===== src/rtl/int_root_unit.sv =====
`default_nettype none
// =============================================================================
// Module   : int_root_unit
// Brief    : Iterative floor(sqrt(x)) / floor(cbrt(x)) engine using restoring
//            digit-by-digit extraction and a shift-add multiplier.
//            Optional ROOT_REM_EN adds rem_bo (final residual x - y^k).
// Revision : 1.0 - initial release
// =============================================================================
module int_root_unit #(
  parameter int WIDTH = 8
) (
  input  logic             clk_i,
  input  logic             rst_i,
  input  logic             start_i,
  input  logic             mode_i,
  input  logic [WIDTH-1:0] x_bi,
  output logic [WIDTH-1:0] y_bo,
  output logic             busy_o,
  output logic             valid_o
`ifdef ROOT_REM_EN
  ,
  output logic [WIDTH-1:0] rem_bo
`endif
);

  localparam int c_yw    = (WIDTH + 1) / 2;
  localparam int c_pw    = 2 * c_yw;
  localparam int c_bw    = 3 * WIDTH + 2;
  localparam int c_sw    = $clog2(WIDTH + 1);
  localparam int c_cw    = $clog2(c_yw + 1);
  localparam int c_n_sq  = (WIDTH + 1) / 2;
  localparam int c_n_cb  = (WIDTH + 2) / 3;
  localparam logic [c_sw-1:0] c_s0_sq = c_sw'(2 * (c_n_sq - 1));
  localparam logic [c_sw-1:0] c_s0_cb = c_sw'(3 * (c_n_cb - 1));

  typedef enum logic [1:0] {
    S_IDLE  = 2'd0,
    S_SHIFT = 2'd1,
    S_MUL   = 2'd2,
    S_CMP   = 2'd3
  } state_t;

  state_t            r_state;
  logic              r_mode;
  logic [WIDTH-1:0]  r_res;
  logic [c_yw-1:0]   r_y;
  logic [c_sw-1:0]   r_s;
  logic [c_pw-1:0]   r_mcand;
  logic [c_yw-1:0]   r_mplier;
  logic [c_pw-1:0]   r_prod;
  logic [c_cw-1:0]   r_cnt;

  logic [c_yw-1:0]   w_y2;
  logic [c_bw-1:0]   w_base;
  logic [c_bw-1:0]   w_b;
  logic [c_sw-1:0]   w_k;
  logic              w_ge;
  logic [WIDTH-1:0]  w_res_next;
  logic [c_yw-1:0]   w_y_next;

  assign w_y2 = r_y << 1;
  assign w_k  = r_mode ? c_sw'(3) : c_sw'(2);

  // Trial increment is built at full width so an oversized value just loses
  // the compare instead of wrapping into a false match.
  always_comb begin
    w_base = '0;
    if (r_mode) begin
      w_base = c_bw'(r_prod) * c_bw'(3) + c_bw'(1);
    end else begin
      w_base = (c_bw'(r_y) << 1) + c_bw'(1);
    end
  end

  assign w_b        = w_base << r_s;
  assign w_ge       = c_bw'(r_res) >= w_b;
  assign w_res_next = w_ge ? (r_res - w_b[WIDTH-1:0]) : r_res;
  assign w_y_next   = w_ge ? (r_y + c_yw'(1)) : r_y;

  always_ff @(posedge clk_i) begin
    valid_o <= 1'b0;
    if (rst_i) begin
      r_state  <= S_IDLE;
      r_mode   <= 1'b0;
      r_res    <= '0;
      r_y      <= '0;
      r_s      <= '0;
      r_mcand  <= '0;
      r_mplier <= '0;
      r_prod   <= '0;
      r_cnt    <= '0;
      y_bo     <= '0;
      busy_o   <= 1'b0;
`ifdef ROOT_REM_EN
      rem_bo   <= '0;
`endif
    end else begin
      case (r_state)
        S_IDLE: begin
          if (start_i) begin
            r_mode  <= mode_i;
            r_res   <= x_bi;
            r_y     <= '0;
            r_s     <= mode_i ? c_s0_cb : c_s0_sq;
            busy_o  <= 1'b1;
            r_state <= S_SHIFT;
          end
        end
        S_SHIFT: begin
          r_y <= w_y2;
          if (r_mode) begin
            r_mcand  <= c_pw'(w_y2);
            r_mplier <= w_y2 + c_yw'(1);
            r_prod   <= '0;
            r_cnt    <= '0;
            r_state  <= S_MUL;
          end else begin
            r_state  <= S_CMP;
          end
        end
        S_MUL: begin
          if (r_mplier[0]) begin
            r_prod <= r_prod + r_mcand;
          end
          r_mcand  <= r_mcand << 1;
          r_mplier <= r_mplier >> 1;
          r_cnt    <= r_cnt + c_cw'(1);
          if (r_cnt == c_cw'(c_yw - 1)) begin
            r_state <= S_CMP;
          end
        end
        S_CMP: begin
          r_res <= w_res_next;
          r_y   <= w_y_next;
          if (r_s < w_k) begin
            y_bo    <= WIDTH'(w_y_next);
`ifdef ROOT_REM_EN
            rem_bo  <= w_res_next;
`endif
            valid_o <= 1'b1;
            busy_o  <= 1'b0;
            r_state <= S_IDLE;
          end else begin
            r_s     <= r_s - w_k;
            r_state <= S_SHIFT;
          end
        end
        default: r_state <= S_IDLE;
      endcase
    end
  end

endmodule
`default_nettype wire


===== config.mk =====
export PLATFORM = sky130hd
export DESIGN_NAME = int_root_unit
export DESIGN_NICKNAME = d
export VERILOG_FILES = /design/src/rtl/int_root_unit.sv
export SDC_FILE = /design/constraint.sdc
export NUM_CORES = 1
export LEC_CHECK = 0
export CAP_MARGIN = 20
export CORE_MARGIN = 3
export CORE_UTILIZATION = 38
export DETAILED_ROUTE_END_ITERATION = 8
export HOLD_SLACK_MARGIN = 0.1
export MAX_ROUTING_LAYER = met4
export SLEW_MARGIN = 25
export SYNTH_ARGS = -nofsm -noshare
export SYNTH_HDL_FRONTEND = slang
export SYNTH_SLANG_ARGS = --single-unit

===== constraint.sdc =====
create_clock -name clk_i -period 4.32 [get_ports clk_i]
set_clock_uncertainty 0.2 [all_clocks]
set_input_delay 0.648 -clock clk_i [delete_from_list [all_inputs] [get_ports clk_i]]
set_output_delay 0.648 -clock clk_i [all_outputs]
set_load 0.02 [all_outputs]

==> Word-level counts from Yosys, hierarchy flattened <==
Cells that the tools add are included.
{ "op_classes": {"n_eq_ne": 11, "bitwise": 1, "mux": 29, "multipliers": 1, "order_cmp": 2, "add_sub_neg": 8, "n_reduce_logical": 14, "shift": 1} }
{ "op_table": {"columns": ["cell", "count"], "rows": [
  ["$pmux 8 s2", 3],
  ["$mux 8", 5],
  ["$ge 8x26->1", 1],
  ["$mux 26", 1],
  ["$shl 26x4->26", 1],
  ["$mux 4", 5],
  ["$pmux 4 s2", 2],
  ["$ne 2x2->1 const B", 7],
  ["$pmux 4 s3", 1],
  ["$reduce_and 3->1", 4],
  ["$add 10x1->11 const B", 1],
  ["$mul 8x2->10 const B", 1],
  ["$reduce_and 2->1", 5],
  ["$add 4x1->4 const B", 2],
  ["$add 8x8->8", 1],
  ["$pmux 2 s4", 1],
  ["$sub 8x8->8", 1],
  ["$add 5x1->6 const B", 1],
  ["$mux 1", 6],
  ["$pmux 3 s2", 1],
  ["$eq 2x2->1 const B", 2],
  ["$lt 4x2->1", 1],
  ["$mux 2", 2],
  ["$reduce_bool 2->1", 2],
  ["10 further kinds", 10]
]} }
{ "word_totals": {"output_inout_bits": 10, "inputBits": 12, "word_cells": 79, "regBits": 48} }

==> Logic depth before layout (Yosys ltp) <==
{ "depth": {"ltp_word": 7, "depth_mapped": 18, "depth_no_buf": 17} }

==> Worst setup path after synthesis <==
OpenSTA, ideal clock, no wires.
{ "synth_timing": {"kind": "register to register", "from": "register r_prod[2]", "to": "register r_res[4]", "setup_time_ns": 0.122, "required_time_ns": 3.998, "period_less_slack_ns": 4.280, "arrival_time_ns": 3.958, "path_buffers": 1, "path_slack_ns": 0.040, "path_stages_with_launch": 17, "cell_sequence": "dfxtp_1 -> inv_1 -> fa_1 -> mux4_2 -> nor3_1 -> a21oi_1 -> or2_2 -> ha_1 -> o21a_1 -> o31a_1 -> o221a_2 -> o221ai_1 -> a211oi_2 -> nand2_1 -> o31a_1 -> buf_6 -> o311a_1"} }
{ "synth_between": {"elab_chain_cells": 7, "word_cells_on_any_way": 10, "cone_classes": "add/sub: 2; mul: 1; order compare: 1; eq/ne: 1; shift: 1; mux: 3; reduce/logical: 1"} }
{ "synth_lines": {"columns": ["item", "line", "rtl"], "rows": [
  ["start, declared", "50", "logic [c_pw-1:0] r_prod;"],
  ["start signal, assigned", "123", "r_prod <= r_prod + r_mcand;"],
  ["$mul 8x2->10 *", "69", "w_base = c_bw'(r_prod) * c_bw'(3) + c_bw'(1);"],
  ["$add 10x1->11 *", "69", null],
  ["$mux 26 *", "68", "if (r_mode) begin"],
  ["$shl 26x4->26 *", "75", "assign w_b = w_base << r_s;"],
  ["$ge 8x26->1 / $sub 8x8->8 (equally long branches)", "76, 77", null],
  ["$ne 2x2->1 (no source line) / $mux 8 (equally long branches)", null, null],
  ["$reduce_and 3->1 (no source line) / $pmux 8 s2 (equally long branches)", null, null],
  ["end signal, assigned", "102", "r_res <= x_bi;"],
  ["end signal, assigned", "133", "r_res <= w_res_next;"],
  ["end, declared", "45", "logic [WIDTH-1:0] r_res;"]
]} }
Mark *: on every way between the ends. The rest lies on a longest branch, timed or not. The select of a mux whose other input is x is not followed.
A chain may end at the register's enable or synchronous reset.

==> Worst setup path after layout <==
{ "layout_timing": {"from": "register r_prod[2]", "to": "register r_res[5]"} }
The elaborated chain is that of the path after synthesis.

==> metrics.md <==
| Metric | Value |
|---|---|
| Drt pass-1 iters | 5 |
| Final Critical Period | 4.24 ns |
| DRT iter0 DRCs | 229 |
| Most area-consuming cells after synthesis | dfxtp_1 24%, ha_1 10%, nor2_1 5.4% |
| Highest clock rate | 236 MHz |
| Critical Path AT | 4.25 ns |
| GRT Residual Overflow | 0 |
| Most repeated library cell on the critical path | o31a_1 |
| Initial antenna violation count | 0 |
| Avg Cell Area, Syn | 7.72 µm² |
| Ordered list of cells on the worst path | inv_4 -> fa_2 -> buf_6 -> inv_2 -> mux4_2 -> o211ai_1 -> ha_1 -> nor2b_4 -> o31a_1 -> o221a_4 -> o221ai_2 -> a211oi_2 -> nand2_1 -> o31a_1 -> mux2_4 |
| Cell with the most instances after synthesis | nor2_1 |
| Total die area | 11100 µm² |
| Class of the most critical hold timing path | reg -> reg |
| Routability cong. | 0.957 |
| CP Launch Type | flip-flop |
| Unrepaired setup endpoints after global routing | yes |
| Die height | 106 µm |
| Hold slack final | 0.274 ns |
| Port-buffer cells | 17 |
| Max-Slew Margin vs Limit | 49.2% |
| Synthesized area | 3770 µm² |
| Prevailing post-synth register cell | dfxtp_1 |
| WP depth | 15 |
| Total count of max-transition violations in the final report | 0 |
| Final net count | 564 |
| Ant diodes | 0 |
| Sinks on the clock net | 46 |
| Slowest cell on crit path | fa_2 |
| Outcome | complete, no violations |
| Sequential area share after synthesis | 24.5% |
| Worst Path Class, Setup | reg -> reg |
| H-tree Lvls | 2 |
| DP HPWL | 7750 µm |
| Overall Global Routing Usage | 19.2% |
| Layout overhead on the synthesized area | 19.1% |
| Core Box Area | 9420 µm² |
| Worst-Skew Late Latency | 0.31 ns |
| FF-to-FF Start | r_prod[2] |
| Setup slack of the most critical reg-to-reg path | 0.08 ns |
| Category of the worst setup path capture point | flip-flop |
| CTS max path bufs | 2 |
| Termination of the worst setup path | r_res[5] |
| Master cell of the clock root buffer | clkbuf_8 |
| Top-level I/O count | 22 |
| Final critical-path share of the clock period | 98.2% |
| Site row count | 35 |
| Detailed-route wire length per cell | 16.0 µm |
| Post-detailed-routing wire length | 10400 µm |
| Number of cells on the worst reg-to-reg path | 15 |
| Residual DRC | 0 |
| Yosys top cell by area | dfxtp_1 |
| Overall die width | 106 µm |
| Hold-fix buffer count after cts | 0 |
| Least setup slack across all paths after layout | 0.0781 ns |
| Via count of the first global-routing pass | 3561 |
| Critical Path Max Stage Delay | 0.59 ns |
| Hold Violations, Final | 0 |
| Final setup violation count | 0 |
| Static leakage | 0.00182 µW |
| Share of post-route cells with drive strength above 1 | 14.3% |
| Starting utilization of the core area | 40.0% |
| Maximum number of pins on one net before global-route repair | 39 |
| Cell class contributing the biggest share of worst-path delay | compound AO/OA/AOI/OAI gates |
| Endpoint of the most critical register-to-register path | r_res[5] |
| Startpoint of the worst setup timing path | r_prod[2] |
| Total via count after detailed routing | 3737 |
| Most common library cells after synthesis | 54 x nor2_1, 46 x dfxtp_1, 41 x nand2_1 |
| Crit-path max FO | 7 |
| Number of enable flip-flop cells after synthesis | 0 |
| Area fraction of the dominant cell type after synthesis | 24.5% |
| Synthesis warning total | 0 |
| Fraction of registers with async set/reset | 0% |
| # Max-Cap Violations | 0 |
| Global-route wire length before repair | 17400 µm |
| Cell count after synthesis | 488 |
| Yosys reg bits | 46 |
| Power density cells | 582 nW/µm² |
| Setup slack after placement | -0.0235 ns |
| Worst-path clk slew | 0.09 ns |
| Count of unique library cells instantiated by Yosys | 71 |
| Buffers & Inverters on Critical Path | 3 |
| ANT nets after route | 0 |
| Clock tree from TritonCTS | built |
| Via density per instance | 5.77 |
| Required arrival time at the worst endpoint | 4.32 ns |
| Clock buffer count from CTS | 5 |
| VDD IR-drop max | 0.000373 V |
| Worst slew pin tran | 0.761 ns |
==> per-layer routing <==
metal | part of all wire [%] | global-route usage (%) | wire length, µm
met3 | 4.3 | 1.90 | 449
met5 | 0 | - | 0
met2 | 46 | 30.4 | 4810
met1 | 48 | 26.4 | 4970
met4 | 1.4 | 5.00 | 149
==> stage by stage <==
step	setup TNS, ns	utilization, %	total power (µW)	instances	instance area, µm²
finish	0	47.6	2610	648	4480
detailed placement	-0.0478	44.2	1950	633	4160
global placement	0	44.2	1930	633	4160
floorplan	0	-	1570	491	3780
global route	-0.388	47.6	2800	648	4480
CTS	0	45.9	2400	644	4320
==> how the worst min path moves through the flow <==
stage	from	endpoint	slack, ns	cells after the start
4_1_cts	r_res[0]	r_res[0]	0.28	2
3_5_place_dp	r_res[0]	r_res[0]	0.26	2
6_report	r_res[0]	r_res[0]	0.27	2
5_1_grt	r_res[0]	r_res[0]	0.29	2
2_1_floorplan	r_res[0]	r_res[0]	0.24	2
3_3_place_gp	r_res[0]	r_res[0]	0.25	2
==> where the power goes <==
part | switching, µW | internal, µW
Combinational | 867 | 718
Clock | 161 | 247
Sequential | 107 | 511
==> kinds of logic (layout without fill, tap and decap cells) <==
family | Yosys count | after routing | synth area share, %
flip-flops | 46 | 46 | 24.5
other | 2 | 5 | 0.199
adder cells (fa/ha/maj) | 34 | 34 | 11.9
AND/OR/NAND/NOR | 171 | 171 | 21.9
multiplexers | 14 | 14 | 4.52
XOR/XNOR | 10 | 10 | 2.33
AO/OA/AOI/OAI | 151 | 151 | 28.0
buffers and inverters | 60 | 88 | 6.68
==> area by class of cell <==
class                      instances  area, µm²
clock inverter                     2       60.1
multi-input combinational        385       2720
timing repair buffer              48        414
fill                             903       4930
clock buffer                       6       82.6
inverter                          32        123
tap                              129        161
sequential                        46        926
==> layout by cell type, fill, tap and decap left out, drive strengths merged, types with 6 or more instances in the layout <==
| cell type | netlist | final |
|---|---|---|
| clkdlybuf4s50 | 0 | 17 |
| clkbuf | 18 | 6 |
| nand4 | 6 | 6 |
| o21ai | 34 | 34 |
| nand2b | 8 | 8 |
| dfxtp | 46 | 46 |
| nor3 | 10 | 10 |
| nor2b | 15 | 15 |
| ha | 31 | 31 |
| a21o | 6 | 6 |
| mux2i | 8 | 8 |
| a211oi | 11 | 11 |
| nor2 | 54 | 54 |
| nand2 | 41 | 41 |
| xnor2 | 6 | 6 |
| or3 | 7 | 7 |
| a31oi | 8 | 8 |
| buf | 10 | 31 |
| nand3 | 9 | 9 |
| o311ai | 6 | 6 |
| a21oi | 31 | 31 |
| a22oi | 7 | 7 |
| inv | 32 | 32 |
| o211ai | 6 | 6 |
==> tightest hold or removal path: stages, from the launching register on <==
cell and delay [ns]:
dfxtp_1 0.32, nand2_1 0.05, mux2i_1 0.06
==> registers in the layout (all words and copies together) (netlist names) <==
signal / count
y_bo: 4
r_mplier: 4
r_mode: 1
r_s: 4
r_mcand: 7
r_y: 4
r_res: 8
r_cnt: 3
valid_o: 1
r_prod: 7
r_state: 2
busy_o: 1
==> repair_timing <==
action | 4_1_cts | 5_1_grt
setup endpoints to repair | 8 | 16
setup buffers | 3 | 4
hold endpoints to repair | 0 | 0
resized for setup | 1 | 31
pin swaps | 3 | 16
Power figures use the tool's default switching activity.
